$ cat src/rtl/proc_pkg.sv
// Shared datapath constants and skid-buffer state encoding for the result demux.
package proc_pkg;

    localparam int unsigned DEF_DATA_W = 32;

    typedef enum logic [1:0] {
        ST_EMPTY = 2'd0,
        ST_ONE   = 2'd1,
        ST_TWO   = 2'd2
    } buf_state_e;

endpackage

$ cat src/rtl/demux_skid.sv
// Two-entry skid buffer: registered head/skid words, occupancy FSM and a registered space flag.
module demux_skid
    import proc_pkg::*;
#(
    parameter int unsigned DATA_W = DEF_DATA_W
) (
    input  logic              clk,
    input  logic              rst_n,
    input  logic              push,
    input  logic [DATA_W-1:0] push_data,
    output logic              space,
    output logic              out_valid,
    input  logic              out_ready,
    output logic [DATA_W-1:0] out_data
);

    buf_state_e        state, state_nxt;
    logic [DATA_W-1:0] head, head_nxt;
    logic [DATA_W-1:0] skid, skid_nxt;
    logic              pop;

    assign out_valid = (state != ST_EMPTY);
    assign out_data  = head;
    assign pop       = out_valid && out_ready;

    // space is registered from the next state so in_ready never depends on out_ready
    always_ff @(posedge clk or negedge rst_n) begin
        if (!rst_n) begin
            state <= ST_EMPTY;
            head  <= '0;
            skid  <= '0;
            space <= 1'b1;
        end else begin
            state <= state_nxt;
            head  <= head_nxt;
            skid  <= skid_nxt;
            space <= (state_nxt != ST_TWO);
        end
    end

    always_comb begin
        state_nxt = state;
        head_nxt  = head;
        skid_nxt  = skid;
        case (state)
            ST_EMPTY: begin
                if (push) begin
                    state_nxt = ST_ONE;
                    head_nxt  = push_data;
                end
            end
            ST_ONE: begin
                if (push && !pop) begin
                    state_nxt = ST_TWO;
                    skid_nxt  = push_data;
                end else if (pop && !push) begin
                    state_nxt = ST_EMPTY;
                end else if (push && pop) begin
                    head_nxt  = push_data;
                end
            end
            ST_TWO: begin
                if (pop) begin
                    state_nxt = ST_ONE;
                    head_nxt  = skid;
                end
            end
            default: state_nxt = ST_EMPTY;
        endcase
    end

endmodule

$ cat src/rtl/result_demux.sv
// 1:2 result demultiplexer with a skid buffer per sink.
// Optional saturating delivery counters under `RESULT_DEMUX_STATS_EN.
module result_demux
    import proc_pkg::*;
#(
    parameter int unsigned DATA_W = DEF_DATA_W
`ifdef RESULT_DEMUX_STATS_EN
    ,
    parameter int unsigned CNT_W  = 16
`endif
) (
    input  logic              clk,
    input  logic              rst_n,
    input  logic              in_valid,
    output logic              in_ready,
    input  logic              in_sel,
    input  logic [DATA_W-1:0] in_data,
    output logic              a_valid,
    input  logic              a_ready,
    output logic [DATA_W-1:0] a_data,
    output logic              b_valid,
    input  logic              b_ready,
    output logic [DATA_W-1:0] b_data
`ifdef RESULT_DEMUX_STATS_EN
    ,
    output logic [CNT_W-1:0]  cnt_a,
    output logic [CNT_W-1:0]  cnt_b
`endif
);

    logic space_a, space_b;
    logic push_a, push_b;

    assign in_ready = in_sel ? space_b : space_a;
    assign push_a   = in_valid && in_ready && !in_sel;
    assign push_b   = in_valid && in_ready &&  in_sel;

    demux_skid #(.DATA_W(DATA_W)) u_skid_a (
        .clk       (clk),
        .rst_n     (rst_n),
        .push      (push_a),
        .push_data (in_data),
        .space     (space_a),
        .out_valid (a_valid),
        .out_ready (a_ready),
        .out_data  (a_data)
    );

    demux_skid #(.DATA_W(DATA_W)) u_skid_b (
        .clk       (clk),
        .rst_n     (rst_n),
        .push      (push_b),
        .push_data (in_data),
        .space     (space_b),
        .out_valid (b_valid),
        .out_ready (b_ready),
        .out_data  (b_data)
    );

`ifdef RESULT_DEMUX_STATS_EN
    always_ff @(posedge clk or negedge rst_n) begin
        if (!rst_n) begin
            cnt_a <= '0;
            cnt_b <= '0;
        end else begin
            if (a_valid && a_ready && (cnt_a != '1)) cnt_a <= cnt_a + 1'b1;
            if (b_valid && b_ready && (cnt_b != '1)) cnt_b <= cnt_b + 1'b1;
        end
    end
`endif

endmodule

$ cat config.mk
export PLATFORM = sky130hd
export DESIGN_NAME = result_demux
export DESIGN_NICKNAME = d
export VERILOG_FILES = /design/src/rtl/proc_pkg.sv /design/src/rtl/demux_skid.sv /design/src/rtl/result_demux.sv
export SDC_FILE = /design/constraint.sdc
export NUM_CORES = 1
export LEC_CHECK = 0
export BUFFER_PORTS_ARGS = -buffer_cell sky130_fd_sc_hd__buf_4
export CORE_MARGIN = 3
export CORE_UTILIZATION = 40
export DETAILED_ROUTE_END_ITERATION = 6
export PLACE_DENSITY = 0.7
export SYNTH_ARGS = -nofsm -noshare
export SYNTH_HDL_FRONTEND = slang
export SYNTH_HIERARCHICAL = 1
export SYNTH_SLANG_ARGS = --single-unit
$ cat constraint.sdc
create_clock -name clk -period 1.64 [get_ports clk]
set_input_delay 0.082 -clock clk [delete_from_list [all_inputs] [get_ports clk]]
set_output_delay 0.082 -clock clk [all_outputs]
set_load 0.02 [all_outputs]
* Word level (Yosys, flattened, before mapping)
Index checks and enable logic that the tools add are counted.
** Word-level totals
- Bits in registers :: 134
- Word-level logic and storage cells :: 73
- Output and inout bits :: 67
- Input bits :: 38
** Operators by class
- Reductions and logical operators :: 26
- Multiplexer cells :: 23
- Eq/ne operators :: 16
** Operators with widths (number)
- 32-bit two-way mux :: 10
- 32-bit one-hot mux with 3 select lines :: 2
- 2-bit two-way mux :: 8
- 2-bit by 1-bit inequality test with 1-bit output (second input constant) :: 6
- 2-bit inequality test (second input constant) :: 6
- 2-bit one-hot mux with 3 select lines :: 2
- 6-bit AND reduction :: 2
- 1-bit logical AND :: 11
- 3-bit nonzero test :: 2
- 1-bit logical NOT :: 5
- 2-bit by 1-bit equality test with 1-bit output (second input constant) :: 2
- 2-bit equality test (second input constant) :: 2
- 2-bit logical NOT :: 2
- 2-bit AND reduction :: 2
- 2-bit nonzero test :: 2
- 1-bit two-way mux :: 1

* Longest topological paths before layout
- Depth in word-level cells :: 9
- Gate-level depth with buffers :: 6
- Depth with buffers taken out :: 4

* Hierarchy
Netlist, hierarchy kept.
** Modules (own cells, without submodules)
- demux_skid :: cells an instance 188, area each 3135.5 µm², seq. area each 1677.9 µm², instances 2
- result_demux :: cells an instance 3, area each 32.5 µm², seq. area each 0.0 µm², instances 1

* Worst setup path before layout
No wires, ideal clock.
- Path type :: reg2reg
- From :: register u_skid_a.space
- To :: register u_skid_a.skid[10]
- Arrival :: 1.603 ns
- Data required time :: 1.515 ns
- Stages on the path, launching flop included :: 7
- Library setup time :: 0.125 ns
- Path slack :: -0.088 ns
- Clock period less this slack :: 1.728 ns
- Path through :: dfstp_2 and3b_2 nor2b_1 and2_4 buf_6 buf_12 mux2_4
** Between the ends
- Word-level cells in the longest chain between the ends :: 5
** Ends and longest elaborated chain
- from (decl) :: RTL line demux_skid.sv:11 : output logic space,
- from (signal assigned) :: RTL line demux_skid.sv:37 : space <= (state_nxt != ST_TWO);
- 1-bit two-way mux :: RTL line result_demux.sv:34 : assign in_ready = in_sel ? space_b : space_a;
- 1-bit logical AND (2 in series) :: RTL line result_demux.sv:35 : assign push_a = in_valid && in_ready && !in_sel;
- named net push_a :: RTL line result_demux.sv:32 : logic push_a, push_b;
- 1-bit logical AND :: RTL line demux_skid.sv:53 : if (push && !pop) begin
- 2-bit AND reduction (no line)
- to (signal assigned) :: RTL line demux_skid.sv:36 : skid <= skid_nxt;
- to (decl) :: RTL line demux_skid.sv:19 : logic [DATA_W-1:0] skid, skid_nxt;
The timed path passes the listed nets, and every way through them passes these cells.
A chain may end at the register's enable or synchronous reset.

* Final worst setup path
- From :: register u_skid_a.space
- To :: register u_skid_a.skid[24]
The elaborated chain is that of the path after synthesis.

==> impl_summary.md <==
Floorplanning
The row count is 45. The vertical extent of the die is 132 um. The starting density of the core is 41.2%. The area enclosed by the die boundary is 17300 um2. The die boundary width is 132 um. The number of I/O pins is 105.

The floorplan core area is 15300 um2.

Routing
In the routed layout, each cell is associated on average with a via count of 4.84. The final antenna-violating net count is 0. The mean routed wirelength per cell is 18.7 um.

Wires add up to 14500 um. The initial detailed-routing violation count is 155. The number of iterations in the first detailed-routing pass is 4. Across all layers, the routed design uses 3760 vias. The remaining routing DRC violations is 0.

GRT
Global routing used 16.5% of the available tracks across all layers. After global routing the overflow that remains totals 0. The largest net degree at the start of global routing is 59. The first global-routing pass estimated 22200 um of wire. The initial antenna violation count is 0. The number of global-route vias before repair was 4049.

Placement
Once detailed placement completed, the half-perimeter wirelength came to 8830 um. The congestion estimate from routability-driven global placement came to 0.752. The total placed cells including tap cells is 697. The count of port buffers added during placement is 104.

Synthesis
The library cell with the largest summed area after synthesis is sky130_fd_sc_hd__dfrtp_1. The register bit total from synthesis is 134. The combinational family with the most area after synthesis is multiplexers. The Yosys warning count is 6.

The compound-gate portion of the synthesized area is 1.03%. The synthesized netlist devotes 0% of its cell area to XOR and XNOR gates. The share of the yosys chip area belonging to registers is 53.2%. After Yosys synthesis, and, or, nand and nor cells account for 2.58% of the synthesized area.

Summed over its instances, the top area cell type makes up 52.4% of the synthesized netlist area. The cell count after synthesis came out at 379. The number of different library cells used by synthesis comes to 22. The area share of fa/ha/maj cells after synthesis is 0%. Sorting the synthesized cells by area gives the leading types as sky130_fd_sc_hd__dfrtp_1 52%, sky130_fd_sc_hd__mux2_2 22%, sky130_fd_sc_hd__mux2_4 15%. When the netlist entered floorplanning its net count stood at 417. The post-synthesis average cell area is 16.6 um2. The synthesized cell area is 6300 um2. In the synthesized netlist, mux cells make up 38.4% of the area.

Critical path
The endpoint identified for the worst register-to-register timing path is u_skid_a/skid[24]. The arrival time of the worst setup path is 2030 ps. The worst setup path is launched from a flip-flop. The slowest stage of the critical path belongs to the cell sky130_fd_sc_hd__dfstp_2. The worst register-to-register path begins at u_skid_a/space. The critical path goes through and3b_2 -> nor2b_4 -> and2_4 -> clkbuf_16 -> mux2_4. Counting cells, the worst reg-to-reg path comes to 5. The type of the worst setup path is flip-flop to flip-flop. The largest incremental delay on the critical path is 520 ps. The register-to-register path setup slack is -90 ps.

The number of buffers and inverters on the critical path is 1. The family with the most delay on the worst path is simple AND/OR/NAND/NOR gates. The data required time at the worst endpoint is 1940 ps. The nature of the critical path endpoint is a flip-flop.

The highest net fanout along the worst path is 8.

Power
In this run the static leakage power is 0.00381 uW. In this run, the combinational gates consume 31.6% of the power. Cell internal power was estimated by the tool at 9260 uW. Across the VDD grid, the largest voltage drop is 1.11 mV. The switching power is 3840 uW. The total power per unit cell area is 1530 nW/um2.

The fraction of power consumed by sequential logic is 40.5%. Net switching is 29.3% of the power. The clock network accounts for 27.9% of the total power.

STA
The ratio of final minimum period to clock period is 106%. The pin slew with the least headroom to its limit is 339 ps. The smallest clock period supported by the final layout is computed as 1730 ps.

Derived from the worst setup path, the maximum achievable clock frequency is 577 MHz. In the post-route analysis, the smallest setup slack over all paths is -94.3 ps. The worst pin sits at a relative slew slack of 77.4%.

The count of final hold-check violations came to 0. The count of final max-slew check failures is 0. After routing, the total negative slack on setup checks comes to -7040 ps. Setup repair after global routing could not meet its margin everywhere. Between clock sinks in the finished design, the worst skew comes to 7.82 ps. The final count of negative-setup-slack endpoints is 128.

CTS
The clock sink total is 134. The root buffer cell chosen for the clock tree is sky130_fd_sc_hd__clkbuf_16. The H-tree level count is 4.

The longest clock path from root to sink contains 2 buffers. TritonCTS built the clock tree. In this run, CTS created clock tree buffers numbering 17. After clock tree synthesis, the clock-pin slew on the worst setup and hold paths is 60 ps.

For the worst-skew pair, the clock arrives at the later sink with an insertion delay of 420 ps.

Finish
Of the cells placed in the final design, the portion with a size suffix greater than 1 is 65.7%. After the flow finishes, the layout carries non-filler instances totaling 777. In the layout the commonest cells are 132 x sky130_fd_sc_hd__dfrtp_1, 121 x sky130_fd_sc_hd__mux2_2, 116 x sky130_fd_sc_hd__buf_4, 64 x sky130_fd_sc_hd__mux2_4, 35 x sky130_fd_sc_hd__dlygate4sd3_1. The multi-input combinational cell area is 2700 um2. The library cell used most frequently in the layout, excluding fill and tap cells, is sky130_fd_sc_hd__dfrtp_1.

The area growth from synthesis to layout is 35.9%. The net count reported at finish is 591. After filler insertion, the fill cell instance count of the layout stands at 1249. The number of antenna diodes in the final layout is 0. The combined flip-flop and latch cell area is 3360 um2.

Status
The run finished, with violations left. The checks that failed: setup timing.

Min path
The worst hold-check path type is primary input to async pin.

Flow run
The number of maximum-capacitance violations is 0.
==> metrics by stage <==
step / hold slack (ps) / setup WS (ps) / utilization (%) / power, uW / area, um2
4_1_cts: -81.0 / -81.1 / 54.7 / 13100 / 8370
6_report: 128 / -94.3 / 55.9 / 13100 / 8570
3_5_place_dp: -0.440 / -82.0 / 48.3 / 9300 / 7400
5_1_grt: 130 / -133 / 55.9 / 13700 / 8570
2_1_floorplan: -214 / -18.9 / - / 7730 / 6330
3_3_place_gp: -6.18 / -39.6 / 48.3 / 9150 / 7400
==> power groups by stage <==
stage	Sequential (uW)	Clock (uW)	Combinational, uW
floorplan	5800	0	1930
global placement	5270	0	3880
detailed placement	5330	0	3970
CTS	5300	3740	4100
global route	5460	3880	4380
finish	5310	3650	4140
==> worst reg2reg max path, delay by kind of cell (launching register included) <==
family / cells / cell delay (ps)
buf+inv: 1 / 200
mux: 1 / 300
flops: 1 / 520
simple gates: 3 / 590
==> cells in the mapped netlist, drive strengths merged <==
library cell  number
a21o               2
a21oi              4
and2               2
and3               1
and3b              1
buf               12
clkbuf             8
dfrtp            132
dfstp              2
mux2             193
mux2i              2
nand2              2
nand2b             4
nand3b             2
nor2b              6
o21ai              2
o22ai              2
or2                2
==> sequential cells by signal (all words and copies together), names as in the netlist <==
name	flops
u_skid_a/space	1
u_skid_b/out_data	32
u_skid_a/skid	32
u_skid_a/state	2
u_skid_b/state	2
u_skid_b/space	1
u_skid_a/out_data	32
u_skid_b/skid	32
==> metal layers <==
| layer | part of all wire, % | wire, um | global-route usage [%] | vias up |
|---|---|---|---|---|
| met5 | 0 | 0 | 0 | - |
| met4 | 1.3 | 193 | 5.72 | 0 |
| met3 | 4.2 | 604 | 4.86 | 17 |
| met2 | 51 | 7410 | 27.7 | 89 |
| met1 | 43 | 6320 | 20.2 | 1930 |
| li1 | - | - | - | 1724 |
==> timing repair <==
item / in CTS / in global routing
endpoints found under the setup margin: 123 / 127
setup buffers: 3 / 4
pin swaps: 0 / 0
hold buffers: 34 / 1
resized for setup: 6 / 7
cloned: 1 / 5
endpoints found under the hold margin: 200 / 2
==> worst max path at each step <==
stage	endpoint	cells after the start	startpoint	slack (ps)
global route	u_skid_a/skid[15]	5	u_skid_a/space	-130
floorplan	u_skid_a/skid[10]	6	u_skid_a/space	-20
finish	u_skid_a/skid[24]	5	u_skid_a/space	-90
CTS	u_skid_b/skid[0]	5	u_skid_b/space	-80
global placement	u_skid_a/out_data[12]	5	u_skid_a/space	-40
detailed placement	u_skid_a/out_data[24]	5	u_skid_a/space	-80
==> area by class of cell <==
class / count / share of cell area, %
Clock buffer: 18 / 5.01
Clock inverter: 14 / 1.59
Multi-Input combinational cell: 225 / 31.5
Sequential cell: 134 / 39.2
Tap cell: 211 / 3.08
Timing Repair Buffer: 175 / 19.7
==> cell families after synthesis <==
kind of cell           count (synthesis)
DFF                                  134
muxes                                195
AOI/OAI and AO/OA                     10
buffers and inverters                 20
and+or+nand+nor                       20
(Power assumes the default switching activity.)
